==> src/rtl/rv_core_pkg.sv <==
// Shared core types and constants.
// Fetch FSM encoding and the fetch buffer entry layout live here.
package rv_core_pkg;

  localparam int XLEN = 32;
  localparam int ILEN = 32;

  localparam logic [ILEN-1:0] INSTR_NOP = 32'h0000_0013;
  localparam logic [XLEN-1:0] PC_INC    = 32'd4;

  typedef enum logic [1:0] {
    S_IDLE,
    S_RUN,
    S_FLUSH
  } fetch_state_e;

  typedef struct packed {
    logic [XLEN-1:0] pc;
    logic [ILEN-1:0] instr;
  } if_entry_t;

endpackage

==> src/rtl/if_fifo.sv <==
// Instruction buffer: small synchronous FIFO of {pc, instr} entries.
// Flush empties it in one cycle; storage is zeroed only by reset.
module if_fifo
  import rv_core_pkg::*;
#(
  parameter int DEPTH = 2
) (
  input  logic                         clk,
  input  logic                         rst_n,
  input  logic                         flush_i,
  input  logic                         push_i,
  input  logic [XLEN-1:0]              pc_i,
  input  logic [ILEN-1:0]              instr_i,
  input  logic                         pop_i,
  output logic [XLEN-1:0]              pc_o,
  output logic [ILEN-1:0]              instr_o,
  output logic [$clog2(DEPTH+1)-1:0]   count_o
);

  localparam int CW = $clog2(DEPTH + 1);
  localparam int PW = (DEPTH > 1) ? $clog2(DEPTH) : 1;

  if_entry_t     mem_q [DEPTH];
  logic [PW-1:0] wr_q;
  logic [PW-1:0] rd_q;
  logic [CW-1:0] count_q;

  function automatic logic [PW-1:0] ptr_inc(
    input logic [PW-1:0] p
  );
    return (p == PW'(DEPTH - 1)) ? '0 : p + PW'(1);
  endfunction

  always_ff @(posedge clk) begin
    if (!rst_n) begin
      for (int i = 0; i < DEPTH; i++) begin
        mem_q[i] <= '0;
      end
      wr_q    <= '0;
      rd_q    <= '0;
      count_q <= '0;
    end else if (flush_i) begin
      wr_q    <= '0;
      rd_q    <= '0;
      count_q <= '0;
    end else begin
      if (push_i) begin
        mem_q[wr_q] <= '{pc: pc_i, instr: instr_i};
        wr_q        <= ptr_inc(wr_q);
      end
      if (pop_i) begin
        rd_q <= ptr_inc(rd_q);
      end
      count_q <= count_q + CW'(push_i) - CW'(pop_i);
    end
  end

  assign pc_o    = mem_q[rd_q].pc;
  assign instr_o = mem_q[rd_q].instr;
  assign count_o = count_q;

  // The request credit rule must keep a slot free for every push.
  a_no_overflow : assert property (
    @(posedge clk) disable iff (!rst_n)
    (push_i && !flush_i) |-> (count_q != CW'(DEPTH))
  );

endmodule

==> src/rtl/instruction_fetch.sv <==
// Fetch stage: owns the PC, issues credit-limited imem requests,
// buffers responses and drops stale ones after a redirect.
module instruction_fetch
  import rv_core_pkg::*;
#(
  parameter logic [XLEN-1:0] RESET_PC   = 32'h0000_0000,
  parameter int              FIFO_DEPTH = 2
) (
  input  logic            clk,
  input  logic            rst_n,
  output logic            imem_req_valid,
  output logic [XLEN-1:0] imem_req_addr,
  input  logic            imem_req_ready,
  input  logic            imem_rsp_valid,
  input  logic [ILEN-1:0] imem_rsp_data,
  input  logic            redirect_valid,
  input  logic [XLEN-1:0] redirect_pc,
  output logic            if_valid,
  input  logic            if_ready,
  output logic [ILEN-1:0] if_instr,
  output logic [XLEN-1:0] if_pc
);

  localparam int CW = $clog2(FIFO_DEPTH + 1);
  localparam int UW = CW + 1;

  fetch_state_e    state_q, state_d;
  logic [XLEN-1:0] pc_q, pc_d;
  logic [XLEN-1:0] resp_pc_q, resp_pc_d;
  logic [CW-1:0]   outstanding_q, outstanding_d;
  logic [CW-1:0]   discard_q, discard_d;

  logic [CW-1:0]   count;
  logic [CW-1:0]   out_after;
  logic [UW-1:0]   credit_used;
  logic [XLEN-1:0] target;
  logic            rsp;
  logic            drop;
  logic            push;
  logic            pop;
  logic            req_fire;

  assign target = {redirect_pc[XLEN-1:2], 2'b00};
  assign rsp    = imem_rsp_valid & (state_q != S_IDLE);
  assign out_after = outstanding_q - CW'(rsp);

  assign if_valid = (count != '0) & (state_q == S_RUN)
                  & ~redirect_valid;
  assign pop      = if_valid & if_ready;

  // Credits count both in-flight requests and occupied buffer slots.
  assign credit_used = UW'(outstanding_q) + UW'(count) - UW'(pop);
  assign imem_req_valid = (state_q == S_RUN) & ~redirect_valid
                        & (credit_used < UW'(FIFO_DEPTH));
  assign imem_req_addr  = pc_q;
  assign req_fire       = imem_req_valid & imem_req_ready;

  assign drop = rsp & (redirect_valid | (discard_q != '0));
  assign push = rsp & ~drop;

  always_comb begin
    pc_d          = pc_q;
    resp_pc_d     = resp_pc_q;
    discard_d     = discard_q;
    outstanding_d = out_after + CW'(req_fire);
    if (redirect_valid) begin
      pc_d      = target;
      resp_pc_d = target;
      discard_d = out_after;
    end else begin
      if (req_fire) pc_d = pc_q + PC_INC;
      if (push) resp_pc_d = resp_pc_q + PC_INC;
      if (drop) discard_d = discard_q - CW'(1);
    end
  end

  always_comb begin
    state_d = state_q;
    unique case (state_q)
      S_IDLE: state_d = S_RUN;
      S_RUN: begin
        if (redirect_valid && out_after != '0) begin
          state_d = S_FLUSH;
        end
      end
      S_FLUSH: begin
        if (redirect_valid) begin
          state_d = (out_after != '0) ? S_FLUSH : S_RUN;
        end else if (discard_d == '0) begin
          state_d = S_RUN;
        end
      end
      default: state_d = S_IDLE;
    endcase
  end

  always_ff @(posedge clk) begin
    if (!rst_n) begin
      state_q       <= S_IDLE;
      pc_q          <= RESET_PC;
      resp_pc_q     <= RESET_PC;
      outstanding_q <= '0;
      discard_q     <= '0;
    end else begin
      state_q       <= state_d;
      pc_q          <= pc_d;
      resp_pc_q     <= resp_pc_d;
      outstanding_q <= outstanding_d;
      discard_q     <= discard_d;
    end
  end

  if_fifo #(
    .DEPTH(FIFO_DEPTH)
  ) u_fifo (
    .clk     (clk),
    .rst_n   (rst_n),
    .flush_i (redirect_valid),
    .push_i  (push),
    .pc_i    (resp_pc_q),
    .instr_i (imem_rsp_data),
    .pop_i   (pop),
    .pc_o    (if_pc),
    .instr_o (if_instr),
    .count_o (count)
  );

endmodule

==> config.mk <==
export PLATFORM = sky130hd
export DESIGN_NAME = instruction_fetch
export DESIGN_NICKNAME = d
export VERILOG_FILES = /design/src/rtl/rv_core_pkg.sv /design/src/rtl/if_fifo.sv /design/src/rtl/instruction_fetch.sv
export SDC_FILE = /design/constraint.sdc
export NUM_CORES = 1
export LEC_CHECK = 0
export BUFFER_PORTS_ARGS = -buffer_cell sky130_fd_sc_hd__buf_4
export CAP_MARGIN = 0
export CORE_UTILIZATION = 45
export DETAILED_ROUTE_END_ITERATION = 16
export GPL_TIMING_DRIVEN = 0
export PLACE_DENSITY_LB_ADDON = 0.1
export SLEW_MARGIN = 20
export SYNTH_ARGS = -nofsm -noshare
export SYNTH_HDL_FRONTEND = slang
export SYNTH_SLANG_ARGS = --single-unit
==> constraint.sdc <==
create_clock -name clk -period 5.5 [get_ports clk]
set_input_delay 0.275 -clock clk [delete_from_list [all_inputs] [get_ports clk]]
set_output_delay 0.275 -clock clk [all_outputs]
set_load 0.02 [all_outputs]
# After elaboration in Yosys (flattened, before gate mapping)
# Memories as Yosys holds them, arrays and structs flattened. A register that Yosys moved wholly into a read port is not among the register bits.
# Cells that the tools add are included.
[op_classes]
add_sub_neg = 11
order_cmp = 1
n_eq_ne = 4
n_mux = 23
n_bitwise = 13
n_reduce_logical = 12
[op_table]
columns = ["cell", "count"]
rows = [
  ["two-way mux 32 bit", 4],
  ["adder 32 x 3 -> 32 bit, second input constant", 2],
  ["two-way mux 64 bit", 1],
  ["OR reduction 64 bit", 1],
  ["two-way mux 2 bit", 6],
  ["nonzero test 2 bit", 6],
  ["two-way mux 1 bit", 11],
  ["bitwise AND 1 bit", 9],
  ["one-hot mux 2 bit (3 select lines)", 1],
  ["adder 2 x 1 -> 2 bit", 2],
  ["logical NOT 2 bit", 2],
  ["subtractor 2 x 1 -> 2 bit", 2],
  ["adder 2 x 2 -> 3 bit", 1],
  ["< comparator 3 x 2 -> 1 bit, second input constant", 1],
  ["inequality test 3 bit, second input constant", 1],
  ["NOT 1 bit", 3],
  ["subtractor 3 x 1 -> 3 bit", 1],
  ["adder 1 bit, second input constant", 2],
  ["== test 2 x 1 -> 1 bit, second input constant", 1],
  ["== test 2 bit, second input constant", 1],
  ["inequality test 2 x 1 -> 1 bit, second input constant", 1],
  ["AND reduction 2 bit", 1],
  ["OR reduction 2 bit", 1],
  ["subtractor 2 x 1 -> 2 bit, second input constant", 1],
  ["other kinds (2)", 2],
]
[totals]
reg_bits = 74
ram_bits = 128
input_bits = 70
output_inout_bits = 98
word_cells = 75
memories = 1
[memory_table]
columns = ["memory", "depth", "word_bits", "rd", "rd_clocked_by_memory_dff", "wr", "line", "text"]
rows = [
  ["u_fifo.mem_q", 2, 64, 1, 1, 2, "if_fifo.sv:23", "if_entry_t mem_q [DEPTH];"],
]

# Logic depth before layout (Yosys ltp)
[depth]
depth_word = 11
depth_mapped = 13
depth_no_buf = 12

# By module
# A second synthesis with hierarchy kept.
[unflattened]
hier_cells = 797
area_unflattened_um2 = 9490.4
[modules_own_cells]
columns = ["module", "instances", "cells_per_inst", "area_each_um2", "seq_area_each_um2"]
rows = [
  ["if_fifo", 1, 380, 5939.4, 3943.8],
  ["instruction_fetch", 1, 417, 3550.9, 1321.3],
]

# Worst setup path before layout
# No wires, ideal clock.
[synth_timing]
path_kind = "input -> register"
start = "in redirect_valid"
end = "mem u_fifo.mem_q[0][0] in the netlist's numbering, enable pin"
setup_time_ps = 574
arrival_ps = 5461
required_time_ps = 4926
slack_ps = -535
cell_stages = 4
path_buffers = 3
path_cell_list = "buf_2 -> clkbuf_1 -> buf_1 -> o31ai_1"
[synth_lines]
columns = ["element", "line", "text"]
rows = [
  ["start: declaration", "instruction_fetch.sv:16", "input logic redirect_valid,"],
  ["end: declaration", "if_fifo.sv:23", ""],
]

# Final worst setup path
[layout_timing]
start = "reg state_q[0]"
end = "reg pc_q[24] (netlist: imem_req_addr[24])"
[layout_between]
elab_chain_len = 9
elab_cells_between_ends = 10
classes_between = "1 x add/sub; 1 x order compare; 1 x eq/ne; 6 x bitwise; 1 x reduce/logical"
[layout_lines]
columns = ["element", "line", "text"]
rows = [
  ["start: declaration", "instruction_fetch.sv:27", "fetch_state_e state_q, state_d;"],
  ["start signal: assignment", "instruction_fetch.sv:105", "state_q <= state_d;"],
  ["== test 2 x 1 -> 1 bit", "instruction_fetch.sv:47", "assign if_valid = (count != '0) & (state_q == S_RUN)"],
  ["bitwise AND 1 bit", "instruction_fetch.sv:47", ""],
  ["bitwise AND 1 bit", "instruction_fetch.sv:48", "& ~redirect_valid;"],
  ["bitwise AND 1 bit", "instruction_fetch.sv:49", "assign pop = if_valid & if_ready;"],
  ["net pop", "instruction_fetch.sv:40", "logic pop;"],
  ["subtractor 3 x 1 -> 3 bit", "instruction_fetch.sv:52", "assign credit_used = UW'(outstanding_q) + UW'(count) - UW'(pop);"],
  ["< comparator 3 x 2 -> 1 bit", "instruction_fetch.sv:54", "& (credit_used < UW'(FIFO_DEPTH));"],
  ["bitwise AND 1 bit", "instruction_fetch.sv:54", ""],
  ["bitwise AND 1 bit", "instruction_fetch.sv:56", "assign req_fire = imem_req_valid & imem_req_ready;"],
  ["nonzero test 2 bit (no line)", "-", ""],
  ["end signal: assignment", "instruction_fetch.sv:106", "pc_q <= pc_d;"],
  ["end: declaration", "instruction_fetch.sv:28", "logic [XLEN-1:0] pc_q, pc_d;"],
]
# The timed path passes the listed nets, and every way through them passes these cells.
# A chain may end at the register's enable or synchronous reset.

==> impl_metrics.yaml <==
status:
  status: "complete, no violations"
timing:
  max_slew_margin: 0.506
  fin_crit_ps: 3890
  clock.fmax_mhz: 257
  rsz0062_at_grt: "false"
  clock_skew_ps: 9.37
  worst_pin_slew_ps: 739
  setup_violations: 0
  finalHoldViolations: 0
  slew_violations: 0
  fin_crit_sh: 0.707
  layout_setup_ws_ps: 1610
clock_network:
  cts_hold_buf: 0
  h-tree-depth: 4
  cts_sinks: 195
  post_cts_resize_count: 0
  cts_setup_buffers: 0
  clk_latency_ps: 430
  numCtsBuffers: 17
  clk_path_buf_depth: 2
  cts-root-buf: "clkbuf_16"
  tritoncts: "yes"
  clk_pin_slew_ps: 70
logic_synthesis:
  synthesis.area_sq_mm: 0.00912
  synth_top_area_share: 0.408
  synth.area.top_cells: "edfxtp_1 41%, dfxtp_1 16%, and2_1 9.1%, mux2_2 7.8%, xor2_1 3.5%"
  synth_commonest_cells: "132 x and2_1, 124 x edfxtp_1, 71 x dfxtp_1, 63 x mux2_2, 45 x a21oi_1"
  synth_edf_count: 124
  synth.avg_cell_area_sq_um: 11.6
  synth.most_common_cell: "and2_1"
  ys.flop_type: "edfxtp_1"
  yosys.area.top_type: "edfxtp_1"
  async_flop_share: 0
  synth_cells: 788
  yosysUniqueCellTypes: 55
  ys_ff_latch: 195
  synth_seq_area_share: 0.564
  yosys_warnings: 0
worst_setup_path:
  crit_path_max_fanout: 7
  critical-path-max-stage-delay_ps: 640
  crit_chain: "inv_1 > a2111oi_0 > and2_1 > ha_1 > inv_1 > nand2_1 > fa_1 > nand4bb_4 > nor3b_4 > nand4_1 > or3_1 > a31oi_1"
  crit_type: "reg -> reg"
  worstPathRequired_ps: 5860
  path_buf_inv: 2
  cpMaxStageDelayCell: "a2111oi_0"
  crit_path_start_kind: "flop"
  end_kind: "flop"
  crit_path_frequent_cell: "inv_1"
  critPathTopFamily: "simple AND/OR/NAND/NOR gates"
  critical_path_arrival_ps: 4250
place:
  portBuffers: 160
  hpwl_um: 15400
  post_dp_cell_area_sq_mm: 0.0108
  dp_slack_ps: 1570
  place_congestion: 0.832
  place_inst: 1223
power:
  power_density_mw_per_mm2: 301
  ir_worst_vdd_v: 0.000236
  totalPowerFinal_uw: 3420
  leakage_uw: 0.00443
drt:
  firstDrtPassIters: 5
  drt-total-wl_um: 21300
  viasPerCell: 5.20
  ant_nets: 0
  drc: 0
  via_count: 6531
  wl_per_cell_um: 17.0
  drtIter0Drc: 360
floorplanning:
  coreArea_sq_mm: 0.0197
  die_h_um: 144
  std_cell_rows: 51
  ios: 168
  die_w_um: 144
  start_util: 0.464
  die_area_sq_mm: 0.0208
layout:
  area_growth_pct: 24.9
  multi_input_area_sq_mm: 0.00377
  drive_gt1_frac: 0.285
  seqCellArea_sq_mm: 0.00514
  n_fill_cell: 1728
  design_area_sq_mm: 0.0114
  final_util: 0.579
  fin_nets: 1056
  stdcell_count: 1255
  n_antenna_cell: 0
global_routing:
  grt_pass1_vias: 6289
  antenna_found_initial: 0
  grtUsageMet3: 0.0414
  grt_max_degree: 48
  use_met1: 0.270
  top_usage_layer: "met2"
  use_met2: 0.354
  grt_usage: 0.209
  grt_pass1_wl_um: 32800
  overflow: 0
flow_run:
  cap_violations: 0
min_path:
  hp-class: "in -> reg"
-- routing by layer --
layer | vias to the layer above | part of all wire
li1 | 3207 | -
met1 | 3072 | 0.44
met2 | 230 | 0.48
met3 | 22 | 0.062
met4 | 0 | 0.011
met5 | - | 0
-- stage by stage --
step	TNS [ps]	hold WS, ps
2_1_floorplan	0	439
3_3_place_gp	-25310	503
3_5_place_dp	0	509
4_1_cts	0	113
5_1_grt	0	114
6_report	0	130
-- final timing paths --
| path | startpoint | endpoint | slack, ps | depth (start not counted) |
|---|---|---|---|---|
| worst max register to register | state_q[0] | imem_req_addr[24] | 1610 | 12 |
| worst min-delay path | imem_rsp_data[14] | u_fifo.mem_q[1][14] | 130 | 2 |
| worst min register to register | u_fifo.rd_q | u_fifo.rd_q | 530 | 2 |
| worst max-delay path | state_q[0] | imem_req_addr[24] | 1610 | 12 |
-- final cells by class --
class | count | share of cell area
Tap cell | 265 | 0.0291
Sequential cell | 195 | 0.452
Timing Repair Buffer | 167 | 0.115
Multi-Input combinational cell | 540 | 0.331
Buffer | 44 | 0.0169
Inverter | 12 | 0.00396
Clock inverter | 14 | 0.0143
Clock buffer | 18 | 0.0377
-- cell usage in the layout (no fill, tap or decap), types with 4 or more instances in the layout --
| cell | n |
|---|---|
| nor3_1 | 7 |
| a31oi_1 | 6 |
| and3_1 | 13 |
| nor2_1 | 24 |
| nand3_1 | 26 |
| buf_8 | 5 |
| and2_1 | 132 |
| buf_4 | 164 |
| nand2_1 | 37 |
| a21oi_1 | 45 |
| or3_1 | 6 |
| inv_1 | 11 |
| clkbuf_1 | 33 |
| xnor2_1 | 16 |
| xor2_1 | 36 |
| edfxtp_1 | 124 |
| mux2_2 | 63 |
| ha_1 | 8 |
| nand4_1 | 28 |
| clkbuf_16 | 17 |
| conb_1 | 4 |
| dfxtp_1 | 71 |
| clkinv_1 | 5 |
| nor4_1 | 4 |
| o21ai_0 | 41 |
-- sequential cells by signal, indices dropped and copies added, names as in the netlist, named ones only --
| name | count |
|---|---|
| resp_pc_q | 30 |
| u_fifo.count_o | 2 |
| outstanding_q | 2 |
| u_fifo.rd_q | 1 |
| discard_q | 2 |
| imem_req_addr | 30 |
| u_fifo.mem_q | 124 |
| state_q | 2 |
| u_fifo.wr_q | 1 |
-- worst reg2reg max path, stage by stage (launching register included) --
cell       delay, ps
dfxtp_1          490
inv_1            100
a2111oi_0        640
and2_1           310
ha_1             260
inv_1             80
nand2_1           70
fa_1             530
nand4bb_4        140
nor3b_4          360
nand4_1          280
or3_1            400
a31oi_1          170
-- power breakdown --
group	switching [uW]	internal, uW
Combinational	256	206
Clock	536	713
Sequential	65.8	1650
Total	857	2560
-- kinds of logic after synthesis --
kind of cell               count (synthesis)  share of synthesized area
and+or+nand+nor                          299                      0.197
DFF                                      195                      0.564
AOI/OAI and AO/OA                        110                     0.0682
muxes                                     66                     0.0811
buffers and inverters                     56                     0.0261
xor gates and xnor gates                  52                     0.0500
adders and majority gates                  9                     0.0132
other                                      1                   0.000411
Power figures use the tool's default switching activity.
